$ cat src/rtl/battleship_pkg.sv
// Shared types and constants for the Battleship board overlay.
// Holds the grid geometry, cell-state encoding and marker colours.
package battleship_pkg;

  localparam int unsigned COORD_W = 10;
  localparam int unsigned GRID_X0 = 142;
  localparam int unsigned GRID_Y0 = 71;
  localparam int unsigned CELL_PX = 34;
  localparam int unsigned NCELL   = 10;
  localparam int unsigned NCELLS  = NCELL * NCELL;
  localparam int unsigned INSET   = 8;
  localparam int unsigned H_LAST  = 639;
  localparam int unsigned V_LAST  = 479;
  localparam int unsigned IDX_W   = 7;
  localparam int unsigned RGB_W   = 16;

  localparam logic [RGB_W-1:0] COL_SHIP = 16'h8410;
  localparam logic [RGB_W-1:0] COL_MISS = 16'hFFFF;
  localparam logic [RGB_W-1:0] COL_HIT  = 16'hF800;

  typedef enum logic [1:0] {
    EMPTY = 2'd0,
    SHIP  = 2'd1,
    MISS  = 2'd2,
    HIT   = 2'd3
  } cell_state_t;

  typedef enum logic {
    IDLE  = 1'b0,
    CLEAR = 1'b1
  } ovl_state_t;

  // Flat array index of a cell; callers guarantee row/col are in range.
  function automatic logic [IDX_W-1:0] cell_idx(input logic [3:0] row, input logic [3:0] col);
    return IDX_W'(32'(row) * NCELL + 32'(col));
  endfunction

  function automatic logic [RGB_W-1:0] marker_rgb(input cell_state_t st);
    logic [RGB_W-1:0] rgb;
    rgb = '0;
    case (st)
      SHIP:    rgb = COL_SHIP;
      MISS:    rgb = COL_MISS;
      HIT:     rgb = COL_HIT;
      default: rgb = '0;
    endcase
    return rgb;
  endfunction

endpackage

$ cat src/rtl/cell_locator.sv
// Maps a screen coordinate to a grid cell and the offset inside that cell.
// Pure combinational; a constant comparator chain replaces division.
module cell_locator
  import battleship_pkg::*;
#(
  parameter int unsigned X0 = GRID_X0,
  parameter int unsigned Y0 = GRID_Y0
) (
  input  logic [COORD_W-1:0] i_x,
  input  logic [COORD_W-1:0] i_y,
  output logic               o_on_grid,
  output logic [3:0]         o_row,
  output logic [3:0]         o_col,
  output logic [5:0]         o_sx,
  output logic [5:0]         o_sy
);

  logic [COORD_W:0] w_dx;
  logic [COORD_W:0] w_dy;

  // Bit COORD_W set means the coordinate lies left of / above the grid.
  assign w_dx = {1'b0, i_x} - (COORD_W+1)'(X0);
  assign w_dy = {1'b0, i_y} - (COORD_W+1)'(Y0);

  always_comb begin
    o_col = '0;
    o_row = '0;
    for (int unsigned k = 1; k <= NCELL; k++) begin
      if (!w_dx[COORD_W] && (w_dx >= (COORD_W+1)'(k * CELL_PX))) o_col = o_col + 4'd1;
      if (!w_dy[COORD_W] && (w_dy >= (COORD_W+1)'(k * CELL_PX))) o_row = o_row + 4'd1;
    end
  end

  assign o_sx = 6'(w_dx - (COORD_W+1)'(32'(o_col) * CELL_PX));
  assign o_sy = 6'(w_dy - (COORD_W+1)'(32'(o_row) * CELL_PX));

  assign o_on_grid = !w_dx[COORD_W] && !w_dy[COORD_W] &&
                     (o_col < 4'(NCELL)) && (o_row < 4'(NCELL));

endmodule

$ cat src/rtl/board_overlay.sv
// Per-cell marker layer for the 10x10 board: shadow/display cell arrays,
// write/clear FSM and a one-cycle pixel path feeding the PPU mux.
module board_overlay
  import battleship_pkg::*;
(
  input  logic               vga_clk,
  input  logic               rst_n,
  input  logic               wr_valid,
  output logic               wr_ready,
  input  logic [3:0]         wr_row,
  input  logic [3:0]         wr_col,
  input  logic [1:0]         wr_state,
  input  logic               clr_req,
  input  logic [COORD_W-1:0] next_x,
  input  logic [COORD_W-1:0] next_y,
  output logic               ov_valid,
  output logic [RGB_W-1:0]   ov_rgb,
  output logic               busy
);

  ovl_state_t       r_state;
  logic [IDX_W-1:0] r_idx;
  logic             r_wr_ready;
  logic             r_busy;
  logic             r_ov_valid;
  logic [RGB_W-1:0] r_ov_rgb;
  cell_state_t      r_shadow  [NCELLS];
  cell_state_t      r_display [NCELLS];

  logic             w_on_grid;
  logic [3:0]       w_row;
  logic [3:0]       w_col;
  logic [5:0]       w_sx;
  logic [5:0]       w_sy;
  logic             w_wr_in_range;
  logic [IDX_W-1:0] w_wr_idx;
  logic             w_commit;
  logic             w_blank;
  logic             w_inside;
  logic [IDX_W-1:0] w_pix_idx;
  cell_state_t      w_pix_state;

  cell_locator u_cell_locator (
    .i_x       (next_x),
    .i_y       (next_y),
    .o_on_grid (w_on_grid),
    .o_row     (w_row),
    .o_col     (w_col),
    .o_sx      (w_sx),
    .o_sy      (w_sy)
  );

  assign w_wr_in_range = (wr_row < 4'(NCELL)) && (wr_col < 4'(NCELL));
  assign w_wr_idx      = cell_idx(wr_row, wr_col);
  assign w_commit      = (next_x == COORD_W'(H_LAST)) && (next_y == COORD_W'(V_LAST));

  // Write/clear FSM; wr_ready and busy are registered from the next state.
  always_ff @(posedge vga_clk) begin
    if (!rst_n) begin
      r_state    <= IDLE;
      r_idx      <= '0;
      r_wr_ready <= 1'b0;
      r_busy     <= 1'b0;
      for (int i = 0; i < int'(NCELLS); i++) r_shadow[i] <= EMPTY;
    end else begin
      case (r_state)
        IDLE: begin
          r_wr_ready <= 1'b1;
          r_busy     <= 1'b0;
          if (clr_req) begin
            r_state    <= CLEAR;
            r_idx      <= '0;
            r_wr_ready <= 1'b0;
            r_busy     <= 1'b1;
          end else if (wr_valid && r_wr_ready && w_wr_in_range) begin
            r_shadow[w_wr_idx] <= cell_state_t'(wr_state);
          end
        end
        CLEAR: begin
          r_shadow[r_idx] <= EMPTY;
          if (r_idx == IDX_W'(NCELLS - 1)) begin
            r_state    <= IDLE;
            r_wr_ready <= 1'b1;
            r_busy     <= 1'b0;
          end else begin
            r_idx <= r_idx + IDX_W'(1);
          end
        end
        default: begin
          r_state    <= IDLE;
          r_wr_ready <= 1'b0;
          r_busy     <= 1'b0;
        end
      endcase
    end
  end

  // Frame-boundary commit sees shadow values from before this edge's update.
  always_ff @(posedge vga_clk) begin
    if (!rst_n) begin
      for (int i = 0; i < int'(NCELLS); i++) r_display[i] <= EMPTY;
    end else if (w_commit) begin
      for (int i = 0; i < int'(NCELLS); i++) r_display[i] <= r_shadow[i];
    end
  end

  assign w_blank   = (next_x > COORD_W'(H_LAST)) || (next_y > COORD_W'(V_LAST));
  assign w_inside  = w_on_grid && !w_blank &&
                     (w_sx >= 6'(INSET)) && (w_sx <= 6'(CELL_PX - 1 - INSET)) &&
                     (w_sy >= 6'(INSET)) && (w_sy <= 6'(CELL_PX - 1 - INSET));
  assign w_pix_idx   = w_on_grid ? cell_idx(w_row, w_col) : '0;
  assign w_pix_state = r_display[w_pix_idx];

  always_ff @(posedge vga_clk) begin
    if (!rst_n) begin
      r_ov_valid <= 1'b0;
      r_ov_rgb   <= '0;
    end else begin
      r_ov_valid <= w_inside && (w_pix_state != EMPTY);
      r_ov_rgb   <= w_inside ? marker_rgb(w_pix_state) : '0;
    end
  end

  assign wr_ready = r_wr_ready;
  assign busy     = r_busy;
  assign ov_valid = r_ov_valid;
  assign ov_rgb   = r_ov_rgb;

endmodule

$ cat config.mk
export PLATFORM = sky130hd
export DESIGN_NAME = board_overlay
export DESIGN_NICKNAME = d
export VERILOG_FILES = /design/src/rtl/battleship_pkg.sv /design/src/rtl/cell_locator.sv /design/src/rtl/board_overlay.sv
export SDC_FILE = /design/constraint.sdc
export NUM_CORES = 1
export LEC_CHECK = 0
export BUFFER_PORTS_ARGS = -buffer_cell sky130_fd_sc_hd__buf_2
export CORE_ASPECT_RATIO = 0.9
export CORE_MARGIN = 3
export CORE_UTILIZATION = 52
export CTS_BUF_LIST = sky130_fd_sc_hd__clkbuf_4
export DETAILED_ROUTE_END_ITERATION = 10
export PLACE_DENSITY = 0.71
export SLEW_MARGIN = 25
export SYNTH_ARGS = -nofsm -noshare
export SYNTH_HDL_FRONTEND = slang
export SYNTH_SLANG_ARGS = --single-unit
$ cat constraint.sdc
create_clock -name vga_clk -period 11.55 [get_ports vga_clk]
set_clock_uncertainty 0.1 [all_clocks]
set_input_delay 2.31 -clock vga_clk [delete_from_list [all_inputs] [get_ports vga_clk]]
set_output_delay 2.31 -clock vga_clk [all_outputs]
set_load 0.02 [all_outputs]
==> flow_summary_export.csv <==
group,metric,value,unit
status,status,"complete, no violations",
place,gp_congestion,0.989,
logic_synthesis,yosysTopAreaCell,"edfxtp_1",
routing,dr.pass1.iters,6,
timing,setup_viol,0,
worst_setup_path,crit_path_start_kind,"input pin",
routing,viasPerCell,5.97,
worst_hold_path,hold_path_class,"flop to flop",
timing,fin_crit_sh,95.1,%
logic_synthesis,synth_top_flop_cell,"edfxtp_1",
floorplanning,fp.dieW,222,um
routing,wl_met2,27.6,mm
logic_synthesis,synth_top_area_share,55.0,%
place,dpl.cell_count,2564,
floorplanning,dieArea,44500,um^2
cts,cts.htree.levels,3,
cts,clock-sinks,415,
final_layout,final_cells,2745,
final_layout,n_fill_cell,3323,
logic_synthesis,synth_edf_count,400,
floorplanning,die_h,200,um
logic_synthesis,synth-seq-cells,415,
global_routing,antenna_found_initial,3,
global_routing,grt_max_degree,116,
global_routing,grt_pass1_vias,16100,
logic_synthesis,syn_nets,2075,
final_layout,seqCellArea,12300,um^2
timing,worst_pin_slew,1.10,ns
cts,clockBufferDepth,3,
worst_setup_path,crit_top_cell,"ha_1",
worst_setup_path,crit_type,"input pin to flop",
global_routing,grt_overflow,0,
routing,wire_per_inst,21.2,um
timing,rsz0062_at_grt,"no",
worst_setup_path,crit_required,12.07,ns
cts,root_buffer,"clkbuf_4",
final_layout,multi_input_area,8800,um^2
timing,maxSlewViolCount,0,
timing,fmax,0.0911,GHz
routing,ant_nets,0,
worst_setup_path,cpMaxStageDelayCell,"fa_1",
final_layout,area_growth_syn_to_layout,12.7,%
cts,tritoncts,"done",
global_routing,grt_use_total,25.6,%
routing,wl_met3,4.82,mm
logic_synthesis,synth_cell_type_count,100,
logic_synthesis,syn_inst,1987,
logic_synthesis,avgSynthCellArea,11.0,um^2
timing,period_minus_slack,10.98,ns
place,portBuffers,52,
cts,cts_buffers,101,
logic_synthesis,synthTopCellsByArea,"edfxtp_1 55%, and2_1 6.1%, nor2_1 4.4%",
worst_setup_path,critPathBufInv,8,
floorplanning,placementRows,70,
timing,slew_headroom,26.5,%
routing,vias,16400,
cts,holdBufCountCts,0,
worst_setup_path,crit_arrival,11.50,ns
routing,drc,0,
floorplanning,ios,53,
routing,top_layer,"met4",
worst_setup_path,crit_family,"adder cells",
logic_synthesis,yosys_warnings,0,
flow_run,cap_violations,0,
routing,wl_met1,23.9,mm
routing,wl,58.2,mm
logic_synthesis,syn_area,21800,um^2
timing,hold_viol_final,0,
routing,first_iter_violations,1898,
final_layout,final_nets,2219,
cts,insertion_delay,0.77,ns
worst_setup_path,cp_max_fo,8,
global_routing,grt_pass1_wl,89.4,mm
worst_setup_path,cp-end-kind,"flop",
cts,clk_pin_slew,0.06,ns
final_layout,drive_gt1_share,18.9,%
logic_synthesis,async_flop_share,0,%
floorplanning,start_util,53.2,%
worst_setup_path,max_stage_delay,0.57,ns
place,hpwl,39.4,mm
floorplanning,core,41100,um^2
logic_synthesis,yosysSeqAreaShare,56.4,%
==> cell families after synthesis <==
kind of cell    synth area share, %
simple gates                   18.2
mux                            2.82
xor+xnor                       3.10
compound gates                 12.4
fa+ha+maj                      3.30
flops                          56.4
buf+inv                        3.79
==> metrics by stage <==
stage / utilization, % / worst slack (ns) / instance area [um^2] / TNS [ns] / hold WS (ns)
finish: 60.0 / 0.570 / 24600 / 0 / 0.359
global route: 60.0 / 0.0182 / 24600 / 0 / 0.394
CTS: 59.7 / 0.566 / 24500 / 0 / 0.364
detailed placement: 56.6 / -0.158 / 23200 / -0.451 / 0.350
global placement: 56.5 / 0.0616 / 23200 / 0 / 0.345
floorplan: - / 0.0540 / 21900 / 0 / 0.369
==> layer usage <==
metal  vias up  track usage (%)
met5         -                0
met4         0             10.3
li1       7544                -
met3       140             4.43
met2       789             41.5
met1      7907             34.5
==> final timing paths <==
path	start	to	slack (ns)	depth (start not counted)
worst max register to register	r_state$_SDFF_PN0_	r_shadow[40][0]$_SDFFCE_PN0P_	7.80	5
worst max-delay path	next_x[2]	ov_rgb[14]$_SDFF_PN0_	0.57	48
worst min register to register	wr_ready$_SDFFE_PN0P_	wr_ready$_SDFFE_PN0P_	0.36	2
worst min-delay path	wr_ready$_SDFFE_PN0P_	wr_ready$_SDFFE_PN0P_	0.36	2
==> synth_stat cells, types with 7 or more instances <==
cell type	n
a211oi_1	17
a21o_1	10
a21oi_1	54
a221oi_1	14
a311o_1	9
a311oi_1	10
a31oi_1	14
and2_1	214
and3_1	16
buf_1	7
buf_2	7
buf_4	12
clkbuf_1	128
dfxtp_1	15
edfxtp_1	400
ha_1	48
inv_1	45
mux2_2	13
mux2i_1	23
mux4_2	10
nand2_1	152
nand2b_1	16
nand3_1	43
nand4_1	17
nor2_1	254
nor2b_1	21
nor3_1	18
o2111ai_1	8
o211ai_1	8
o21a_1	9
o21ai_0	148
o22ai_1	7
o31ai_1	9
or3_1	8
xnor2_1	45
xor2_1	18
==> worst register-to-register path, delay by kind of cell, from the launching register on <==
kind / cells / cell delay, ns
flip-flops: 1 / 0.44
multiplexers: 1 / 0.49
AND/OR/NAND/NOR: 4 / 2.52
==> state kept, by name (all words and copies together) (netlist names) <==
signal,flops
ov_valid,1
r_display,200
busy,1
r_state,1
r_shadow,200
r_idx,7
wr_ready,1
ov_rgb,4
==> layout make-up <==
class,instances,share of cell area (%)
Sequential cell,415,50.0
Clock inverter,22,0.600
Inverter,46,0.701
Antenna cell,2,0.0203
Multi-Input combinational cell,1370,35.7
Clock buffer,153,4.66
Timing Repair Buffer,197,5.56
Tap cell,540,2.74
==> cells in the final DEF, fill, tap and decap left out, types with 9 or more instances in the layout <==
cell      Yosys  final
and2_1      214    214
mux2_2       13     13
inv_1        45     45
clkbuf_4      0    153
a21o_1       10     10
a311oi_1     10     10
nand3_1      43     43
o21ai_0     148    146
xnor2_1      45     41
clkinv_1      1     17
edfxtp_1    400    400
a311o_1       9      9
nor2b_1      21     21
nand2_1     152    151
xor2_1       18     18
o31ai_1       9      9
nand4_1      17     17
o21a_1        9      9
buf_2         7     51
and3_1       16     16
nand2b_1     16     16
a211oi_1     17     17
buf_4        12    141
a31oi_1      14     13
ha_1         48     47
mux2i_1      23     22
nor2_1      254    253
a221oi_1     14     13
a21oi_1      54     53
dfxtp_1      15     15
mux4_2       10     10
nor3_1       18     17
==> what timing repair did <==
action,4_1_cts,5_1_grt
setup buffers,0,3
setup endpoints to repair,0,5
gates resized for setup,0,11
Power is not shown: default switching activity piles up to over one toggle a cycle in this logic, so the estimate is an artifact.
